$ cat src/rtl/bb_adc_seq_if.sv
// BB ADC burst sequencer bus.
// Groups the clock enable, the readout strobe/qualifier, the ADC busy line and the
// sequencer results into one bundle.
//   master : environment side (readout logic + ADC chip) - drives CE, STROBE, READBB, ADCBUSY
//   slave  : sequencer side - drives BBCONV, DATAREADY, CONV_IDX, TMO_ERR
interface bb_adc_seq_if #(
  parameter int unsigned IW = 4
);
  logic          CE;
  logic          STROBE;
  logic          READBB;
  logic          ADCBUSY;
  logic          BBCONV;
  logic          DATAREADY;
  logic [IW-1:0] CONV_IDX;
  logic          TMO_ERR;

  modport master (
    output CE, STROBE, READBB, ADCBUSY,
    input  BBCONV, DATAREADY, CONV_IDX, TMO_ERR
  );

  modport slave (
    input  CE, STROBE, READBB, ADCBUSY,
    output BBCONV, DATAREADY, CONV_IDX, TMO_ERR
  );
endinterface

$ cat src/rtl/bb_adc_seq.sv
// BB ADC burst conversion sequencer.
// On STROBE && READBB it runs NCONV back-to-back conversions separated by PAUSE CE ticks,
// supervising ADCBUSY with a TMO-tick timeout, then raises DATAREADY until STROBE drops.
// All state advances only on CE ticks; RST is asynchronous and overrides CE.
// Ports:
//   CLK  clock
//   RST  asynchronous active-high reset
//   bus  bb_adc_seq_if.slave: CE, STROBE, READBB, ADCBUSY in; BBCONV, DATAREADY,
//        CONV_IDX (index of current/last conversion), TMO_ERR (sticky timeout) out
module bb_adc_seq #(
  parameter int unsigned NCONV = 2,
  parameter int unsigned PAUSE = 6,
  parameter int unsigned TMO   = 255,
  parameter int unsigned IW    = 4
) (
  input  logic        CLK,
  input  logic        RST,
  bb_adc_seq_if.slave bus
);

  typedef enum logic [2:0] {
    StIdle     = 3'd0,
    StConv     = 3'd1,
    StWaitBusy = 3'd2,
    StPause    = 3'd3,
    StData     = 3'd4,
    StError    = 3'd5
  } state_e;

  localparam logic [15:0]   TmoLast   = 16'(TMO - 1);
  localparam logic [7:0]    PauseLast = 8'(PAUSE - 1);
  localparam logic [IW-1:0] IdxLast   = IW'(NCONV - 1);

  state_e        state_q, state_d;
  logic [15:0]   tmo_q, tmo_d;
  logic [7:0]    pause_q, pause_d;
  logic [IW-1:0] idx_q, idx_d;
  logic          err_q, err_d;
  logic          bbconv_q, dready_q;

  // Counters default to zero, so they clear on every state change and outside their
  // states; they only advance while the FSM stays put.
  always_comb begin
    state_d = state_q;
    tmo_d   = '0;
    pause_d = '0;
    idx_d   = idx_q;
    err_d   = err_q;
    case (state_q)
      StIdle: begin
        if (bus.STROBE && bus.READBB) begin
          state_d = StConv;
          idx_d   = '0;
          err_d   = 1'b0;
        end
      end
      StConv: begin
        if (bus.ADCBUSY)             state_d = StWaitBusy;
        else if (tmo_q == TmoLast)   state_d = StError;
        else                         tmo_d   = tmo_q + 16'd1;
      end
      StWaitBusy: begin
        if (!bus.ADCBUSY)            state_d = (idx_q == IdxLast) ? StData : StPause;
        else if (tmo_q == TmoLast)   state_d = StError;
        else                         tmo_d   = tmo_q + 16'd1;
      end
      StPause: begin
        if (pause_q == PauseLast) begin
          state_d = StConv;
          idx_d   = idx_q + IW'(1);
        end else begin
          pause_d = pause_q + 8'd1;
        end
      end
      StData: begin
        if (!bus.STROBE) state_d = StIdle;
      end
      StError: begin
        if (!bus.STROBE) state_d = StIdle;
      end
      default: state_d = StIdle;
    endcase
    if (state_d == StError && state_q != StError) err_d = 1'b1;
  end

  // Outputs are registered from the next state so they line up with the state register.
  always_ff @(posedge CLK or posedge RST) begin
    if (RST) begin
      state_q  <= StIdle;
      tmo_q    <= '0;
      pause_q  <= '0;
      idx_q    <= '0;
      err_q    <= 1'b0;
      bbconv_q <= 1'b0;
      dready_q <= 1'b0;
    end else if (bus.CE) begin
      state_q  <= state_d;
      tmo_q    <= tmo_d;
      pause_q  <= pause_d;
      idx_q    <= idx_d;
      err_q    <= err_d;
      bbconv_q <= (state_d == StConv);
      dready_q <= (state_d == StData);
    end
  end

  assign bus.BBCONV    = bbconv_q;
  assign bus.DATAREADY = dready_q;
  assign bus.CONV_IDX  = idx_q;
  assign bus.TMO_ERR   = err_q;

endmodule

$ cat src/flat_wrapper.sv
// flat-port wrapper written by rule: the top's interface ports become plain ports
module bb_adc_seq_flat 
#(
  parameter int unsigned NCONV = 2,
  parameter int unsigned PAUSE = 6,
  parameter int unsigned TMO   = 255,
  parameter int unsigned IW    = 4
)
  (CLK, RST, bus_CE, bus_STROBE, bus_READBB, bus_ADCBUSY, bus_BBCONV, bus_DATAREADY, bus_CONV_IDX, bus_TMO_ERR);
  bb_adc_seq_if #(.IW(IW)) bus_i ();
  input  logic CLK;
  input  logic RST;
  input wire logic [$bits(bus_i.CE)-1:0] bus_CE;
  input wire logic [$bits(bus_i.STROBE)-1:0] bus_STROBE;
  input wire logic [$bits(bus_i.READBB)-1:0] bus_READBB;
  input wire logic [$bits(bus_i.ADCBUSY)-1:0] bus_ADCBUSY;
  output wire logic [$bits(bus_i.BBCONV)-1:0] bus_BBCONV;
  output wire logic [$bits(bus_i.DATAREADY)-1:0] bus_DATAREADY;
  output wire logic [$bits(bus_i.CONV_IDX)-1:0] bus_CONV_IDX;
  output wire logic [$bits(bus_i.TMO_ERR)-1:0] bus_TMO_ERR;
  assign bus_i.CE = bus_CE;
  assign bus_i.STROBE = bus_STROBE;
  assign bus_i.READBB = bus_READBB;
  assign bus_i.ADCBUSY = bus_ADCBUSY;
  assign bus_BBCONV = bus_i.BBCONV;
  assign bus_DATAREADY = bus_i.DATAREADY;
  assign bus_CONV_IDX = bus_i.CONV_IDX;
  assign bus_TMO_ERR = bus_i.TMO_ERR;
  bb_adc_seq #(.NCONV(NCONV), .PAUSE(PAUSE), .TMO(TMO), .IW(IW)) u_core (.CLK(CLK), .RST(RST), .bus(bus_i));
endmodule
$ cat config.mk
export PLATFORM = sky130hd
export DESIGN_NAME = bb_adc_seq_flat
export DESIGN_NICKNAME = d
export VERILOG_FILES = /design/src/rtl/bb_adc_seq_if.sv /design/src/rtl/bb_adc_seq.sv /design/src/flat_wrapper.sv
export SDC_FILE = /design/constraint.sdc
export NUM_CORES = 1
export LEC_CHECK = 0
export CAP_MARGIN = 20
export CORE_MARGIN = 2
export CORE_UTILIZATION = 35
export DETAILED_ROUTE_END_ITERATION = 8
export GPL_TIMING_DRIVEN = 0
export PLACE_DENSITY = 0.52
export SYNTH_ARGS = -nofsm -noshare
export SYNTH_HDL_FRONTEND = slang
export SYNTH_SLANG_ARGS = --single-unit
$ cat constraint.sdc
create_clock -name CLK -period 3.8 [get_ports CLK]
set_input_delay 0.57 -clock CLK [delete_from_list [all_inputs] [get_ports CLK]]
set_output_delay 0.57 -clock CLK [all_outputs]
set_load 0.02 [all_outputs]
==> metrics <==
worst reg2reg path depth=7; Worst setup endpoint=u_core.tmo_q[0]; Synth Area in Compound Gates=between 10% and 20%; relative slew slack=a little over half; routability cong.=~0.86; largest cells by area after synthesis=dfrtp_1 43%, nor2_1 5.9%, xor2_1 5.3%; WL final=approximately 4300 um; CP max-delay cell=a21boi_1; Worst Setup End Kind=flop; Syn. warnings=0; port bufs=11; Simple-Gate Fraction of Synth Area=25.8%; # fillers=approximately 560; clk_skew=about 0.0080 ns; initial antenna violation count=0; synthesized net count=224; multi-input logic area=just over 0.001 mm2; drt wl/cell=14.0 um; Synth Instances=approximately 210; multiplexer share of the synthesized area=1.64%; measured slew at the worst slew-check pin=~0.70 ns; maximum number of pins on one net before global-route repair=24; Clk Latency, worst-skew pair=slightly below 0.3 ns; area share of the largest cell type after synthesis=~43%; FF-to-FF End=u_core.tmo_q[0]; die height=79.3 um; register area=851 um2; pre-CTS WS=1.19 ns; post-route setup TNS=0 ns; area grow syn2layout=17.0%; post-synth cell types=49; dpl cells=between 200 and 300; xor/xnor share of the synthesized area=under 10%; Setup CP Type=flop to flop; fmax=roughly 440 MHz; Cell Area, Synth=a little under 0.002 mm2; CP Data Required Time=~4 ns; startpoint types=flop; gr usage total=between 10% and 20%; core footprint=around 0.0055 mm2; Synth area leader=dfrtp_1; LEAKAGE=0.970 nW; Root Buffer=clkbuf_8; Via Count=between 1,500 and 2,000; worst path arrival time=between 2 and 2.5 ns; largest family of logic cells by synthesized area=simple AND/OR/NAND/NOR gates; Clock Sinks=34; Final #Nets=243; Routed Antenna Nets=0; full die area=roughly 0.0063 mm2; Synth Flop Type=dfrtp_1; number of synthesized flops with an enable pin=0; worst hold path depth=2; HPWL after DPL=3040 um; Final Util=a little over two fifths; Hold Startpoint=u_core.bus.TMO_ERR; clk buf depth=2; vias per cell=approximately 5; worst r2r src=u_core.tmo_q[0]; share of cells above drive strength 1=around 11%; Clock Pin Slew Worst Setup and Hold Paths=~0.080 ns; final setup vio count=0; worst setup path startpoint=u_core.tmo_q[0]; RSZ-0062 raised after global routing=false; #FFs+latches synth=34; drt drc=0; FFs w/ async S/R, synth=100%; 1st-pass router iterations=5; Final Hold Vio Count=0; fin crit share=between 50% and 60%; Antenna Cells=0; H-tree levels=2; Total Power=around 0.0014 W; I/O pin total=13; Setup WS post-layout=1.54 ns; crit path cell chain=inv_1 -> ha_1 -> and4b_1 -> nand4_1 -> a21boi_1 -> clkbuf_1 -> nor2_1; hold_buf cts=0; fin crit period=2.26 ns; initial core utilization=36.1%; adder-cell share of the synthesized area=3.78%; Min-Delay Path Class=flop to flop; max-cap viol count=0; Overflow after GRT=0; worst-path fanout max=10; num rows=27; number of global-route vias before repair=between 1,500 and 2,000; CP peak stage delay=between 0.5 and 0.6 ns; post-cts resize count=0; sequential area share after synthesis=a little over two fifths; maximum VDD drop=0.000220 V; CTS tree=yes; DR iter-0 viols=67; worst reg2reg setup slack=between 1.5 and 2 ns; Max Slew Vio Count=0; Post-Syn Area per Cell=between 9 and 10 um2; pwr/cell area=586 mW/mm2; CTS Buf Count=5; status=finished, final reports clean; number of setup buffers added after CTS=0; first-pass GRT wire length=7390 um; Die Wd=79.3 um; non-filler cells, final=just over 300
-- worst max-delay path, delay by kind of cell (launching register included) --
| family | cells | cell delay, ns |
|---|---|---|
| fa+ha+maj | 1 | 0.17 |
| flops | 1 | 0.42 |
| simple gates | 3 | 0.49 |
| compound gates | 1 | 0.54 |
| buf+inv | 2 | 0.51 |
-- routing by layer --
metal,global-route usage (%),part of all wire (%)
met4,7.07,1.8
met2,21.5,44
met1,22.2,51
met3,3.07,2.9
met5,0,0
-- kinds of logic after synthesis --
kind of cell	Yosys count
multiplexers	3
AND/OR/NAND/NOR	96
XOR/XNOR	20
adder cells (fa/ha/maj)	6
AO/OA/AOI/OAI	31
buffers and inverters	22
flip-flops	34
-- worst min-delay path by stage --
stage	to
5_1_grt	u_core.bus.TMO_ERR
6_report	u_core.bus.TMO_ERR
3_3_place_gp	u_core.pause_q[7]
2_1_floorplan	u_core.pause_q[7]
4_1_cts	u_core.bus.TMO_ERR
3_5_place_dp	u_core.bus.BBCONV
-- layout by cell type, fill, tap and decap left out, types with 5 or more instances in the layout --
master	n
o21ai_0	7
clkbuf_8	5
clkdlybuf4s50_1	11
xnor2_1	8
xor2_1	12
ha_1	6
nand3_1	7
a21oi_1	6
nand2_1	14
nor2_1	31
dfrtp_1	34
nor3_1	7
nand4_1	10
inv_1	13
-- metrics by stage --
step                      area [um2]  hold slack [ns]
after floorplan                 1990            0.498
after global placement          2190            0.523
after detailed placement        2210            0.527
after CTS                       2320            0.548
after global routing            2320            0.571
final                           2320            0.538
-- Yosys cell counts, drive strengths merged (2+ instances only) --
library cell / count
dfrtp: 34
nor2: 31
nand2: 14
inv: 13
xor2: 12
nand4: 10
xnor2: 8
nand3: 7
nor3: 7
o21ai: 7
a21oi: 6
buf: 6
ha: 6
and3: 4
nor3b: 4
nor4: 4
and4b: 3
clkbuf: 3
o22ai: 3
a21boi: 2
a31oi: 2
mux2: 2
nand2b: 2
o32ai: 2
or4b: 2
-- power by group --
group          switching [W]  leakage (nW)  internal (W)
clock               0.000139        0.0579      0.000193
combinational       0.000298         0.458      0.000238
sequential         0.0000647         0.454      0.000428
-- registers in the layout, summed over array words and instances (netlist names) --
register and flops:
u_core.tmo_q 16, u_core.pause_q 8, u_core.bus.CONV_IDX 4, u_core.state_q 3, u_core.bus.BBCONV 1, u_core.bus.DATAREADY 1, u_core.bus.TMO_ERR 1
-- cell type report --
cell class / instances / area share, %
timing repair buffer: 12 / 5.93
tap: 72 / 3.88
inverter: 13 / 2.10
sequential: 34 / 36.6
clock inverter: 3 / 1.72
multi-input combinational: 156 / 44.1
buffer: 9 / 2.69
clock buffer: 5 / 2.96
Note: power is estimated with default switching activity, not from simulation.
